[config.mk]
export PLATFORM = sky130hd
export DESIGN_NAME = la_hsrx
export DESIGN_NICKNAME = d
export VERILOG_FILES = /design/src/rtl/la_hsrx.sv
export SDC_FILE = /design/constraint.sdc
export NUM_CORES = 1
export LEC_CHECK = 0
export CORE_ASPECT_RATIO = 0.7
export CORE_MARGIN = 2
export CORE_UTILIZATION = 35
export CTS_CLUSTER_DIAMETER = 150
export DETAILED_ROUTE_END_ITERATION = 16
export PLACE_DENSITY_LB_ADDON = 0.15
export SLEW_MARGIN = 20
export SYNTH_ARGS = -nofsm -noshare
export SYNTH_HDL_FRONTEND = slang
export SYNTH_SLANG_ARGS = --single-unit
[constraint.sdc]
create_clock -name clk -period 2.36 [get_ports clk]
set_input_delay 0.354 -clock clk [delete_from_list [all_inputs] [get_ports clk]]
set_output_delay 0.354 -clock clk [all_outputs]
set_load 0.03 [all_outputs]
[src/rtl/la_hsrx.sv]
// la_hsrx: destination-side controller for a 4-phase req/ack CDC handshake.
// The request is synchronized through la_dsync; the source-held data bus is
// captured once when the FSM leaves IDLE and offered on a valid/ready port.
// The acknowledge is only raised after the local consumer takes the word.
//
// Ports:
//   clk          destination clock
//   reset        asynchronous active-high reset
//   req_in       asynchronous 4-phase request from the source domain
//   data_in      source data, stable while req_in is high
//   ack_out      registered acknowledge back to the source domain
//   out_valid    captured word available
//   out_ready    local consumer accepts the word
//   out_data     captured word
//   busy         controller is not in IDLE
//   err_timeout  sticky flag: req_in held high too long after ack
//   clr_err      synchronous clear of err_timeout (a same-cycle set wins)
//   xfer_cnt     completed-transfer count, wraps modulo 2^CW

// la_dsync: plain multi-flop level synchronizer with a selectable reset value.
module la_dsync #(
  parameter int unsigned STAGES  = 2,
  parameter logic        RST_VAL = 1'b0
) (
  input  logic clk,
  input  logic reset,
  input  logic d,
  output logic q
);

  logic [STAGES-1:0] sync;

  always_ff @(posedge clk or posedge reset) begin
    if (reset) begin
      sync <= {STAGES{RST_VAL}};
    end else begin
      sync[0] <= d;
      for (int i = 1; i < int'(STAGES); i++) begin
        sync[i] <= sync[i-1];
      end
    end
  end

  assign q = sync[STAGES-1];

endmodule

module la_hsrx #(
  parameter int unsigned DW      = 8,
  parameter int unsigned STAGES  = 2,
  parameter int unsigned TIMEOUT = 256,
  parameter int unsigned CW      = 16
) (
  input  logic          clk,
  input  logic          reset,
  input  logic          req_in,
  input  logic [DW-1:0] data_in,
  output logic          ack_out,
  output logic          out_valid,
  input  logic          out_ready,
  output logic [DW-1:0] out_data,
  output logic          busy,
  output logic          err_timeout,
  input  logic          clr_err,
  output logic [CW-1:0] xfer_cnt
);

  localparam int unsigned TW = (TIMEOUT > 0) ? $clog2(TIMEOUT + 1) : 1;

  typedef enum logic [1:0] {
    DRAIN,
    IDLE,
    VALID,
    ACK
  } state_t;

  state_t          state, state_n;
  logic            req_s;
  logic            ack_n, valid_n, busy_n, err_n;
  logic [DW-1:0]   data_n;
  logic [CW-1:0]   cnt_n;
  logic [TW-1:0]   tcnt, tcnt_n;

  // Synchronizer resets to "request high" so DRAIN only exits once a genuine
  // low has propagated; a stale high req across reset cannot start a transfer.
  la_dsync #(
    .STAGES  (STAGES),
    .RST_VAL (1'b1)
  ) u_req_sync (
    .clk   (clk),
    .reset (reset),
    .d     (req_in),
    .q     (req_s)
  );

  // Next-state and next-output logic.
  always_comb begin
    state_n = state;
    ack_n   = ack_out;
    valid_n = out_valid;
    data_n  = out_data;
    tcnt_n  = tcnt;
    cnt_n   = xfer_cnt;
    err_n   = err_timeout & ~clr_err;

    case (state)
      DRAIN: begin
        ack_n = 1'b0;
        if (!req_s) state_n = IDLE;
      end
      IDLE: begin
        ack_n = 1'b0;
        if (req_s) begin
          data_n  = data_in;
          valid_n = 1'b1;
          state_n = VALID;
        end
      end
      VALID: begin
        if (out_ready) begin
          valid_n = 1'b0;
          ack_n   = 1'b1;
          tcnt_n  = '0;
          state_n = ACK;
        end
      end
      ACK: begin
        if (!req_s) begin
          ack_n   = 1'b0;
          cnt_n   = xfer_cnt + CW'(1);
          state_n = IDLE;
        end else if (TIMEOUT != 0 && tcnt != TW'(TIMEOUT)) begin
          // Saturating count; the flag fires only on reaching the limit.
          tcnt_n = tcnt + TW'(1);
          if (tcnt_n == TW'(TIMEOUT)) err_n = 1'b1;
        end
      end
      default: begin
        state_n = DRAIN;
      end
    endcase

    busy_n = (state_n != IDLE);
  end

  // State and registered outputs.
  always_ff @(posedge clk or posedge reset) begin
    if (reset) begin
      state       <= DRAIN;
      ack_out     <= 1'b0;
      out_valid   <= 1'b0;
      out_data    <= '0;
      busy        <= 1'b1;
      err_timeout <= 1'b0;
      xfer_cnt    <= '0;
      tcnt        <= '0;
    end else begin
      state       <= state_n;
      ack_out     <= ack_n;
      out_valid   <= valid_n;
      out_data    <= data_n;
      busy        <= busy_n;
      err_timeout <= err_n;
      xfer_cnt    <= cnt_n;
      tcnt        <= tcnt_n;
    end
  end

endmodule
==> metrics.txt <==
sequential power share 0.414; Worst-path clk slew around 0.07 ns; first-pass GRT wire length between 6000 and 7000 um; R2R Setup Slk roughly 0.45 ns; min Tclk post-route approximately 1.9 ns; Max-Cap Viols 0; DR vias/cell between 4 and 5; Seq cells post-synth between 40 and 50; commonest cells after routing, fill and taps aside clkdlybuf4s50_1, dfrtp_1, xnor2_1; Max stage delay cell, worst path a211oi_4; worst-margin pin slew 0.538 ns; Yosys top cell by area dfrtp_1; Iter 0 DRT Violations 66; Die Wd between 90 and 100 um; Pins Over Slew Limit 0; LEAKAGE about 1.1 nW; Filler Cell Count roughly 520; Final ANT Viol Nets 0; WL/cell around 14 um; Internal Pwr Total roughly 1.5 mW; CTS root buf clkbuf_8; GP Congestion 0.813; ys flop type dfrtp_1; Final Setup Violations 0; NumNets Final around 230; Post-CTS Resized 0; vias in the first global route about 1400; clk sinks between 40 and 50; register area just over 1000 sq um; Congestion Overflow GR 0; htree depth 2; clock share of power 0.185; via count of the routed design 1371; share of cells above drive strength 1 0.124; Max Freq approximately 0.52 GHz; Post-CTS Setup Bufs 0; clock latency at the later pin of the worst-skew pair around 0.28 ns; Switching Power 0.892 mW; Die H ~66 um; most common cell after layout, fill and taps aside clkdlybuf4s50_1; Max-slew headroom 0.640; final wirelength roughly 3800 um; area of the die roughly 6100 sq um; hold crit path type flop to flop; Synth async-reset ratio 1.00; Worst IR Drop VDD roughly 0.31 mV; Worst path max stage delay between 0.5 and 0.6 ns; Setup crit end kind flop; largest net degree at the start of global routing 42; number of synthesized flops with an enable pin 0; TritonCTS clock tree built; boundary pin count slightly above 40; sequential area share after synthesis 0.533; Combinational Power Share 0.400; Syn Area/Cell between 10 and 15 sq um; antenna violations before repair 0; DP HPWL between 2000 and 3000 um; port bufs 40; # diodes 0; cells along the critical path ha_1 -> nand2_1 -> a211oi_4 -> and3_1 -> a221o_1; Setup TNS 0 ns; Rows 22; switching share of total power 0.369; Synth-to-Final Area Change 29.2%; Final Util 0.472; 1st-pass router iterations 4; syn_nets ~180; CTS buffer count 5; Worst Skew around 0.0046 ns; Area contributors post-synth dfrtp_1, mux2_2, xnor2_1, dfstp_2, ha_1; Worst EP required around 2.6 ns; crit path max fanout 14; Setup CP Type flop to flop; synth unique cells 38; status complete, no violations; Syn Inst Count between 150 and 200; multi-input logic area around 850 sq um; top-area cell type share of the netlist area 0.493; Worst Setup Start Kind flop; DR DRC count 0; Post-Synthesis Cell Area between 1500 and 2000 sq um; # hold bufs at CTS 0; Pwr per Cell Area ~970 nW/um^2; Tcrit/Tclk final 0.810; Yosys warnings 0; Total GRT Usage 0.139; final hold violation count 0; CTS max path bufs 2; RSZ-0062 raised after global routing false; Core Box Area between 5000 and 6000 sq um; Worst EP arrival about 2.1 ns; Initial Utilization 0.365
-- path summary, 6_finish.rpt --
path | cells past startpoint | end | from
worst max-delay path | 5 | tcnt[4] | state[0]
worst min-delay path | 0 | u_req_sync.sync[1] | u_req_sync.sync[0]
worst max register to register | 5 | tcnt[4] | state[0]
worst min register to register | 0 | u_req_sync.sync[1] | u_req_sync.sync[0]
max in group asynchronous | 3 | busy | reset
min in group asynchronous | 3 | xfer_cnt[11] | reset
-- power groups by stage --
stage / Clock (mW) / Sequential [mW] / Combinational (mW)
2_1_floorplan: 0 / 1.24 / 0.381
3_3_place_gp: 0 / 1.01 / 0.959
3_5_place_dp: 0 / 1.02 / 0.977
4_1_cts: 0.464 / 1.01 / 0.982
5_1_grt: 0.504 / 1.03 / 1.05
6_report: 0.448 / 1.00 / 0.969
-- logic make-up after synthesis --
| family | Yosys count | share of synthesized area |
|---|---|---|
| AO/OA/AOI/OAI | 22 | 0.0946 |
| XOR/XNOR | 17 | 0.0771 |
| AND/OR/NAND/NOR | 57 | 0.172 |
| adder cells (fa/ha/maj) | 6 | 0.0389 |
| flip-flops | 41 | 0.533 |
| multiplexers | 10 | 0.0583 |
| buffers and inverters | 11 | 0.0259 |
-- flip-flops by register name, indices dropped and copies added, names as in the netlist --
signal and cells:
u_req_sync.sync 2, err_timeout 1, state 2, tcnt 9, busy 1, out_valid 1, xfer_cnt 16, ack_out 1
out_data 8
-- cell usage after synthesis (2+ instances only) --
cell type,n
and3_1,7
mux2_2,10
xor2_1,5
nand4_1,5
xnor2_1,12
nand3_1,10
dfstp_2,3
nor3_1,2
nand2b_1,3
a22o_1,3
inv_1,8
a21oi_1,4
o21ai_0,3
dfrtp_1,38
a221o_1,5
nand2_1,10
nor2b_1,3
ha_1,6
nor2_1,8
-- worst max-delay path: cells and delay by family, from the launching register on --
kind / cells / cell delay [ns]
compound gates: 2 / 0.64
flops: 1 / 0.44
simple gates: 2 / 0.44
fa+ha+maj: 1 / 0.34
-- through the flow --
stage	instance area (sq um)	setup WS (ns)	hold WS, ns	power [mW]	cells
after floorplan	1930	0.599	0.345	1.62	164
after global placement	2410	0.524	0.348	1.97	274
after detailed placement	2410	0.455	0.352	2.00	274
after CTS	2490	0.441	0.362	2.45	281
after global routing	2490	0.291	0.366	2.58	281
final	2490	0.447	0.362	2.42	281
-- routing by layer --
layer  global-route usage  routed length [um]  share of wire  vias up
li1                     -                   -              -      671
met1                0.192                1890           0.50      653
met2                0.213                1660           0.44       42
met3               0.0365                 212          0.056        5
met4               0.0496                  44          0.012        0
met5                    0                   0              0        -
-- cell type report --
type                    instances  area share
well taps                      72      0.0361
multi-input cells             112       0.341
clock buffers                   7      0.0346
flip-flops and latches         41       0.413
repair buffers                 41       0.163
inverters                       8      0.0120
Note: power is estimated with default switching activity, not from simulation.
